==> config.mk <==
export PLATFORM = sky130hd
export DESIGN_NAME = operand_sequencer
export DESIGN_NICKNAME = d
export VERILOG_FILES = /design/src/rtl/operand_sequencer.sv
export SDC_FILE = /design/constraint.sdc
export NUM_CORES = 1
export LEC_CHECK = 0
export CAP_MARGIN = 20
export CELL_PAD_IN_SITES_DETAIL_PLACEMENT = 1
export CELL_PAD_IN_SITES_GLOBAL_PLACEMENT = 2
export CORE_MARGIN = 2
export CORE_UTILIZATION = 27
export CTS_BUF_LIST = sky130_fd_sc_hd__clkbuf_8 sky130_fd_sc_hd__clkbuf_16
export DETAILED_ROUTE_END_ITERATION = 6
export PLACE_DENSITY = 0.86
export REMOVE_ABC_BUFFERS = 1
export SYNTH_ARGS = -nofsm -noshare
export SYNTH_HDL_FRONTEND = slang
export SYNTH_SLANG_ARGS = --single-unit
==> constraint.sdc <==
create_clock -name clk -period 4.6 [get_ports clk]
set_clock_uncertainty 0.2 [all_clocks]
set_input_delay 0.69 -clock clk [delete_from_list [all_inputs] [get_ports clk]]
set_output_delay 0.69 -clock clk [all_outputs]
set_load 0.05 [all_outputs]
==> src/rtl/operand_sequencer.sv <==
// operand_sequencer
// Collects two operands in sequence from a shared operand bus (valid/ready),
// holds them as a stable pair on op_a/op_b and presents them to the ALU units
// with a valid/ack handshake. Counts completed pairs and supports a
// synchronous flush.
//
// Ports
//   clk        : single clock, rising edge
//   reset      : synchronous, active-high reset
//   bus_data   : operand word offered by the upstream bus
//   bus_valid  : bus_data valid this cycle
//   bus_ready  : sequencer accepts bus_data this cycle
//   seq_flush  : synchronous abort of a partial or presented pair
//   op_a       : first operand (registered)
//   op_b       : second operand (registered)
//   op_valid   : op_a/op_b form a complete pair (registered)
//   op_ack     : downstream consumes the pair this cycle
//   op_count   : completed pair count, wrap-around (registered)
//
// state   | meaning
// --------+----------------------------------------------
// IDLE    | awaiting operand A
// WAIT_B  | A captured, awaiting operand B
// PRESENT | pair valid on op_a/op_b, waiting for op_ack

module operand_sequencer #(
  parameter int WIDTH     = 8,
  parameter int CNT_WIDTH = 8
) (
  input  logic                 clk,
  input  logic                 reset,
  input  logic [WIDTH-1:0]     bus_data,
  input  logic                 bus_valid,
  output logic                 bus_ready,
  input  logic                 seq_flush,
  output logic [WIDTH-1:0]     op_a,
  output logic [WIDTH-1:0]     op_b,
  output logic                 op_valid,
  input  logic                 op_ack,
  output logic [CNT_WIDTH-1:0] op_count
);

  typedef enum logic [1:0] {
    IDLE    = 2'd0,
    WAIT_B  = 2'd1,
    PRESENT = 2'd2
  } state_t;

  state_t               state, state_nxt;
  logic [WIDTH-1:0]     op_a_nxt, op_b_nxt;
  logic [CNT_WIDTH-1:0] op_count_nxt;
  logic                 accept;

  always_ff @(posedge clk) begin
    if (reset) begin
      state    <= IDLE;
      op_a     <= '0;
      op_b     <= '0;
      op_count <= '0;
    end else begin
      state    <= state_nxt;
      op_a     <= op_a_nxt;
      op_b     <= op_b_nxt;
      op_count <= op_count_nxt;
    end
  end

  // op_valid is a pure decode of the state register, so it is registered.
  assign op_valid = (state == PRESENT);

  always_comb begin
    state_nxt    = state;
    op_a_nxt     = op_a;
    op_b_nxt     = op_b;
    op_count_nxt = op_count;

    // In PRESENT the bus is only opened when the pair is being consumed, which
    // lets A of the next pair be taken in the ack cycle (one pair / 2 cycles).
    if (reset || seq_flush)
      bus_ready = 1'b0;
    else if (state == PRESENT)
      bus_ready = op_ack;
    else
      bus_ready = 1'b1;

    accept = bus_valid && bus_ready;

    if (seq_flush) begin
      // Drop any partial or presented pair; operands and count are kept.
      state_nxt = IDLE;
    end else begin
      case (state)
        IDLE: begin
          if (accept) begin
            op_a_nxt  = bus_data;
            state_nxt = WAIT_B;
          end
        end
        WAIT_B: begin
          if (accept) begin
            op_b_nxt  = bus_data;
            state_nxt = PRESENT;
          end
        end
        PRESENT: begin
          if (op_ack) begin
            op_count_nxt = op_count + 1'b1;
            if (accept) begin
              op_a_nxt  = bus_data;
              state_nxt = WAIT_B;
            end else begin
              state_nxt = IDLE;
            end
          end
        end
        default: state_nxt = IDLE;
      endcase
    end
  end

endmodule

==> results.md, run 1 <==
- Total global-route track usage: 0.135
- Die ar.: 4880 um2
- Tightest Pin Transition: 0.769 ns
- Worst-path clk slew: ~0.090 ns
- Die Height: 69.9 um
- Compound-gate portion of the synthesized area: 0.194
- Worst slew margin: 0.486
- Combinational Power Share: 0.119
- Min Clock Period, post-route: 3.26 ns
- Mapped Area: 1170 um2
- Share of cells above drive strength 1: 0.0545
- Iter 0 DRT Violations: 57
- Clock Latency Late Sink: between 0.2 and 0.3 ns
- Startpoint Class: input port
- Post-CTS sizing: 0
- Leakage: ~0.5 nW
- Multi-input logic area: 567 um2
- Psw: 0.105 mW
- Max-slew violation count: 0
- Critical path class: in2out
- Yosys Warn Count: 0
- Via Count: 1,106
- Initial DRT Pass Iterations: 4
- Worst Hold Launch: op_a[0]$_SDFFE_PP0P_
- Routed wire length per instance: between 10 and 15 um
- Pwr dens: 269 nW/um2
- Mux cell area share after synthesis: 0.0182
- CTS tree: done
- Library cells used by synthesis: 31
- Yosys reg bits: 26
- Hold_buf cts: 0
- Area Growth Syn to Fin: 37.0%
- DRT antenna net count: 0
- Net Sw Frac: 0.244
- Synth top area share: 0.444
- Clk pwr share: 0.345
- RR Startpoint: state[1]$_SDFFE_PP0P_
- Rows: 23
- RSZ-0062 raised after global routing: false
- Crit. End Element: output port
- Die X: 69.9 um
- Routed WL: 3140 um
- Setup-failing EPs final: 0
- Sequential cell area: 520 um2
- Most common cell after layout, fill and taps aside: clkdlybuf4s50_1
- Clk sinks: 26
- Hold Vio Cnt, Final: 0
- Max_cap viols: 0
- NumNets Final: 180
- Cell internal pwr: 0.327 mW
- CP Data Required Time: roughly 3.7 ns
- CTS Buf Count: 3
- # Post-CTS Setup Buffers: 0
- Worst hold path endpoint: op_a[0]$_SDFFE_PP0P_
- Reg2reg path depth: 3
- First-pass GRT wire length: 5530 um
- CP arrival: 2.37 ns
- Status: finished, final reports clean
- EDFF count, synth: 0
- Initial antenna violation count: 0
- Hold WC Path Type: reg2reg
- Worst-path fanout max: 32
- Hold path depth: 2
- Register area share after synthesis: 0.444
- Layout fillers: 481
- Adder and majority gate portion of the synthesized area: 0.0107
- Main synth FF type: dfxtp_1
- Ys async rst share: 0
- Max rail drop VDD: roughly 0.00012 V
- Vias/cell: 5.14
- Detail Placement HPWL: 2390 um
- Synth Area in Simple Gates: 0.246
- Top cells by area, synth: dfxtp_1, a21oi_1, nand3_1
- Crit Reg-Reg Endpoint: op_count[7]$_SDFFE_PP0P_
- Final global-route overflow total: 0
- GP Congestion: 0.691
- Max Clock Freq: 307 MHz
- DRC: 0
- Starting density of the core: 0.287
- Area share of xor/xnor cells in the synthesized design: 0.0150
- Area leader, netlist: dfxtp_1
- CORE AREA: 4090 um2
- Root buffer cell: clkbuf_8
- H-tree Lvls: 1
- Setup TNS: 0 ns
- Largest net degree at the start of global routing: 33
- Most frequent cells in the layout: clkdlybuf4s50_1, dfxtp_1, a21oi_1
- Synth Area per Inst: 8.87 um2
- Hold Slack: between 0.2 and 0.3 ns
- Largest family of logic cells by synthesized area: simple AND/OR/NAND/NOR gates
- CTS Buffer Depth: 2
- Port buffer count: 38
- Number of diodes: 0
- Worst reg2reg setup slack: 2.78 ns
- Sequential share of power: 0.536
- Period utilization: 0.709
- Number of global-route vias before repair: between 1,000 and 1,500
- Cells after synthesis: 132
- # IOs: 39
==> kinds of logic (layout without fill, tap and decap cells) <==
family / count (synthesis) / after routing
AO/OA/AOI/OAI: 44 / 44
AND/OR/NAND/NOR: 44 / 44
flip-flops: 26 / 26
buffers and inverters: 13 / 46
XOR/XNOR: 2 / 2
multiplexers: 2 / 2
adder cells (fa/ha/maj): 1 / 1
==> layer usage <==
metal  global-route usage  vias up  routed length (um)  share of wire
met5                    0        -                   0              0
li1                     -      550                   -              -
met4               0.0427        0                  46          0.015
met3               0.0375        6                 221          0.070
met1                0.168      514                1410           0.45
met2                0.226       36                1460           0.46
==> layout make-up <==
cell class                      instances  area share
Clock buffer                            4      0.0343
Inverter                                3     0.00702
Multi-Input combinational cell         93       0.353
Sequential cell                        26       0.324
Tap cell                               50      0.0390
Timing Repair Buffer                   39       0.242
==> worst max path at each step <==
| stage | from | endpoint | slack [ns] | depth (start not counted) |
|---|---|---|---|---|
| after floorplan | op_ack | bus_ready | 1.92 | 2 |
| after global placement | reset | bus_ready | 1.33 | 4 |
| final | reset | bus_ready | 1.34 | 4 |
| after detailed placement | reset | bus_ready | 1.34 | 4 |
| after global routing | reset | bus_ready | 1.24 | 4 |
| after CTS | reset | bus_ready | 1.32 | 4 |
==> synthesized netlist by cell type, types with 2 or more instances <==
| cell type | n |
|---|---|
| o21ai_1 | 2 |
| or3_1 | 3 |
| nor3_1 | 3 |
| dfxtp_1 | 26 |
| o21ai_0 | 17 |
| nor2b_1 | 3 |
| o31ai_1 | 2 |
| nand3_1 | 20 |
| or4_1 | 2 |
| nor4b_2 | 2 |
| buf_1 | 2 |
| clkbuf_1 | 2 |
| inv_1 | 3 |
| buf_6 | 3 |
| nor2_1 | 3 |
| buf_2 | 2 |
| or4b_1 | 2 |
| a21oi_1 | 22 |
==> through the flow <==
stage | std cells | power, mW | worst slack (ns) | cell area [um2] | util
after floorplan | 122 | 0.259 | 1.92 | 1100 | -
after global placement | 211 | 0.288 | 1.33 | 1550 | 0.379
after detailed placement | 211 | 0.289 | 1.34 | 1550 | 0.379
after CTS | 215 | 0.438 | 1.32 | 1600 | 0.393
after global routing | 215 | 0.454 | 1.24 | 1600 | 0.393
final | 215 | 0.432 | 1.34 | 1600 | 0.393
==> registers in the layout (all words and copies together) (netlist names) <==
signal    cells
state         2
op_count      8
op_a          8
op_b          8
==> power by group through the flow <==
stage | Clock, mW | Sequential, mW | Combinational (mW)
5_1_grt | 0.166 | 0.232 | 0.0560
3_5_place_dp | 0 | 0.237 | 0.0519
3_3_place_gp | 0 | 0.236 | 0.0511
4_1_cts | 0.154 | 0.231 | 0.0522
2_1_floorplan | 0 | 0.246 | 0.0131
6_report | 0.149 | 0.231 | 0.0516
==> critical path, cell delays in order <==
cell and delay [ns]:
clkdlybuf4s50_1 0.40, buf_4 0.23, nor3_1 0.20, clkdlybuf4s50_1 0.83
Power figures use the tool's default switching activity.
==> run 2: changes to the inputs <==
CORE_UTILIZATION = 25   (was 27)
PLACE_DENSITY = 0.81   (was 0.86)
clock period = 3.2 ns   (was 4.6 ns; I/O delays follow)
==> run 2 against run 1 <==
  * Critical path depth down 2
  * Global-route usage down 0.39 points
  * Sequential share of layout area down 0.55 points
  * Utilization down 2.5 points
  * Setup slack worse by 0.58 ns
  * Worst hold slack better by 0.0012 ns
  * Highest routed layer is now met3
==> results.md, run 2 (same netlist as run 1, synthesis figures left out) <==
- Die Height: 72.4 um
- GP Congestion: approximately 0.76
- # IOs: 39
- DRT antenna net count: 0
- Share of cells above drive strength 1: 0.0719
- Hold path depth: 2
- Final global-route overflow total: 0
- Max-slew violation count: 0
- Worst-path fanout max: 8
- Initial DRT Pass Iterations: 4
- CP Data Required Time: 2.52 ns
- Pwr dens: 383 nW/um2
- Setup-failing EPs final: 0
- DRC: 0
- Detail Placement HPWL: 2520 um
- H-tree Lvls: 1
- Worst-path clk slew: 0.09 ns
- Clk sinks: 26
- Vias/cell: 5.09
- Post-placement cell count: between 200 and 250
- Routed wire length per instance: 14.8 um
- RSZ-0062 raised after global routing: false
- Tightest Pin Transition: 0.644 ns
- Max rail drop VDD: 0.000136 V
- Critical path class: reg2out
- Hold_buf cts: 0
- CP arrival: ~1.8 ns
- Startpoint Class: flop
- Setup ws final: around 0.76 ns
- Number of diodes: 0
- Total power: 0.624 mW
- Period utilization: 0.762
- NumNets Final: 182
- CTS Buf Count: 3
- CORE AREA: 4440 um2
- Starting density of the core: 0.264
- Rows: 24
- Max Clock Freq: 410 MHz
- Port buffer count: 38
- Reg2reg path depth: 3
- Most frequent cells in the layout: clkdlybuf4s50_1, dfxtp_1, a21oi_1
- Post-CTS sizing: 0
- Iter 0 DRT Violations: 32
- Via Count: between 1,000 and 1,500
- Hold Vio Cnt, Final: 0
- Area Growth Syn to Fin: 39.3%
- Non-filler cells, final: 219
- Final Core Density: 0.367
- CTS tree: done
- Worst slew margin: 0.569
- Number of global-route vias before repair: roughly 1,200
- Most common cell after layout, fill and taps aside: clkdlybuf4s50_1
- Leakage: 0.515 nW
- First-pass GRT wire length: between 5000 and 6000 um
- Min Clock Period, post-route: 2.44 ns
- CTS Buffer Depth: 2
- Hold WC Path Type: reg2reg
- # Post-CTS Setup Buffers: 0
- Total global-route track usage: 0.131
- Die X: 72.4 um
- Crit. End Element: output port
- Top flop regs: op_a: 8 flops, op_b: 8 flops, op_count: 8 flops
- Dpl ws: 0.634 ns
- Status: finished, final reports clean
- Clock Latency Late Sink: 0.27 ns
- Setup TNS: 0 ns
- Initial antenna violation count: 0
- Die ar.: 5250 um2
- Root buffer cell: clkbuf_8
- Largest net degree at the start of global routing: 15
- Max_cap viols: 0
- Routed WL: 3240 um
[run 2: cell types whose count changed in the layout (fill, tap and decap cells not counted), sizes merged]
cell           change
buf                +3
clkdlybuf4s50      -1
[run 2: layout make-up]
class,instances,area [um2]
flip-flops and latches,26,520
fillers,535,2810
clock buffers,4,55.1
well taps,52,65.1
repair buffers,41,413
multi-input cells,93,567
inverters,3,11.3
[run 2: path summary, 6_finish.rpt]
check	from	end	slack, ns
max	state[1]$_SDFFE_PP0P_	op_valid	0.76
min	op_a[3]$_SDFFE_PP0P_	op_a[3]$_SDFFE_PP0P_	0.29
max reg2reg	state[1]$_SDFFE_PP0P_	op_count[7]$_SDFFE_PP0P_	1.39
min reg2reg	op_a[3]$_SDFFE_PP0P_	op_a[3]$_SDFFE_PP0P_	0.29
[run 2: worst max-delay path: stages (launching register included)]
cell and delay, ns:
dfxtp_1 0.51, nor2b_1 0.17, clkdlybuf4s50_1 0.80
[run 2: power breakdown]
group,switching (mW),internal [mW]
registers,0.00434,0.328
logic,0.0445,0.0337
clock network,0.103,0.110
total,0.152,0.472
[run 2: through the flow]
| step | instance area, um2 | hold slack, ns |
|---|---|---|
| floorplan | 1100 | 0.349 |
| global placement | 1580 | 0.266 |
| detailed placement | 1580 | 0.274 |
| CTS | 1630 | 0.287 |
| global route | 1630 | 0.319 |
| finish | 1630 | 0.285 |
[run 2: per-layer routing]
layer / global-route usage / vias up / share of wire
met1: 0.166 / 531 / 0.47
li1: - / 550 / -
met3: 0.0389 / 0 / 0.066
met2: 0.223 / 33 / 0.46
met4: 0.0247 / 0 / 0
met5: 0 / - / 0
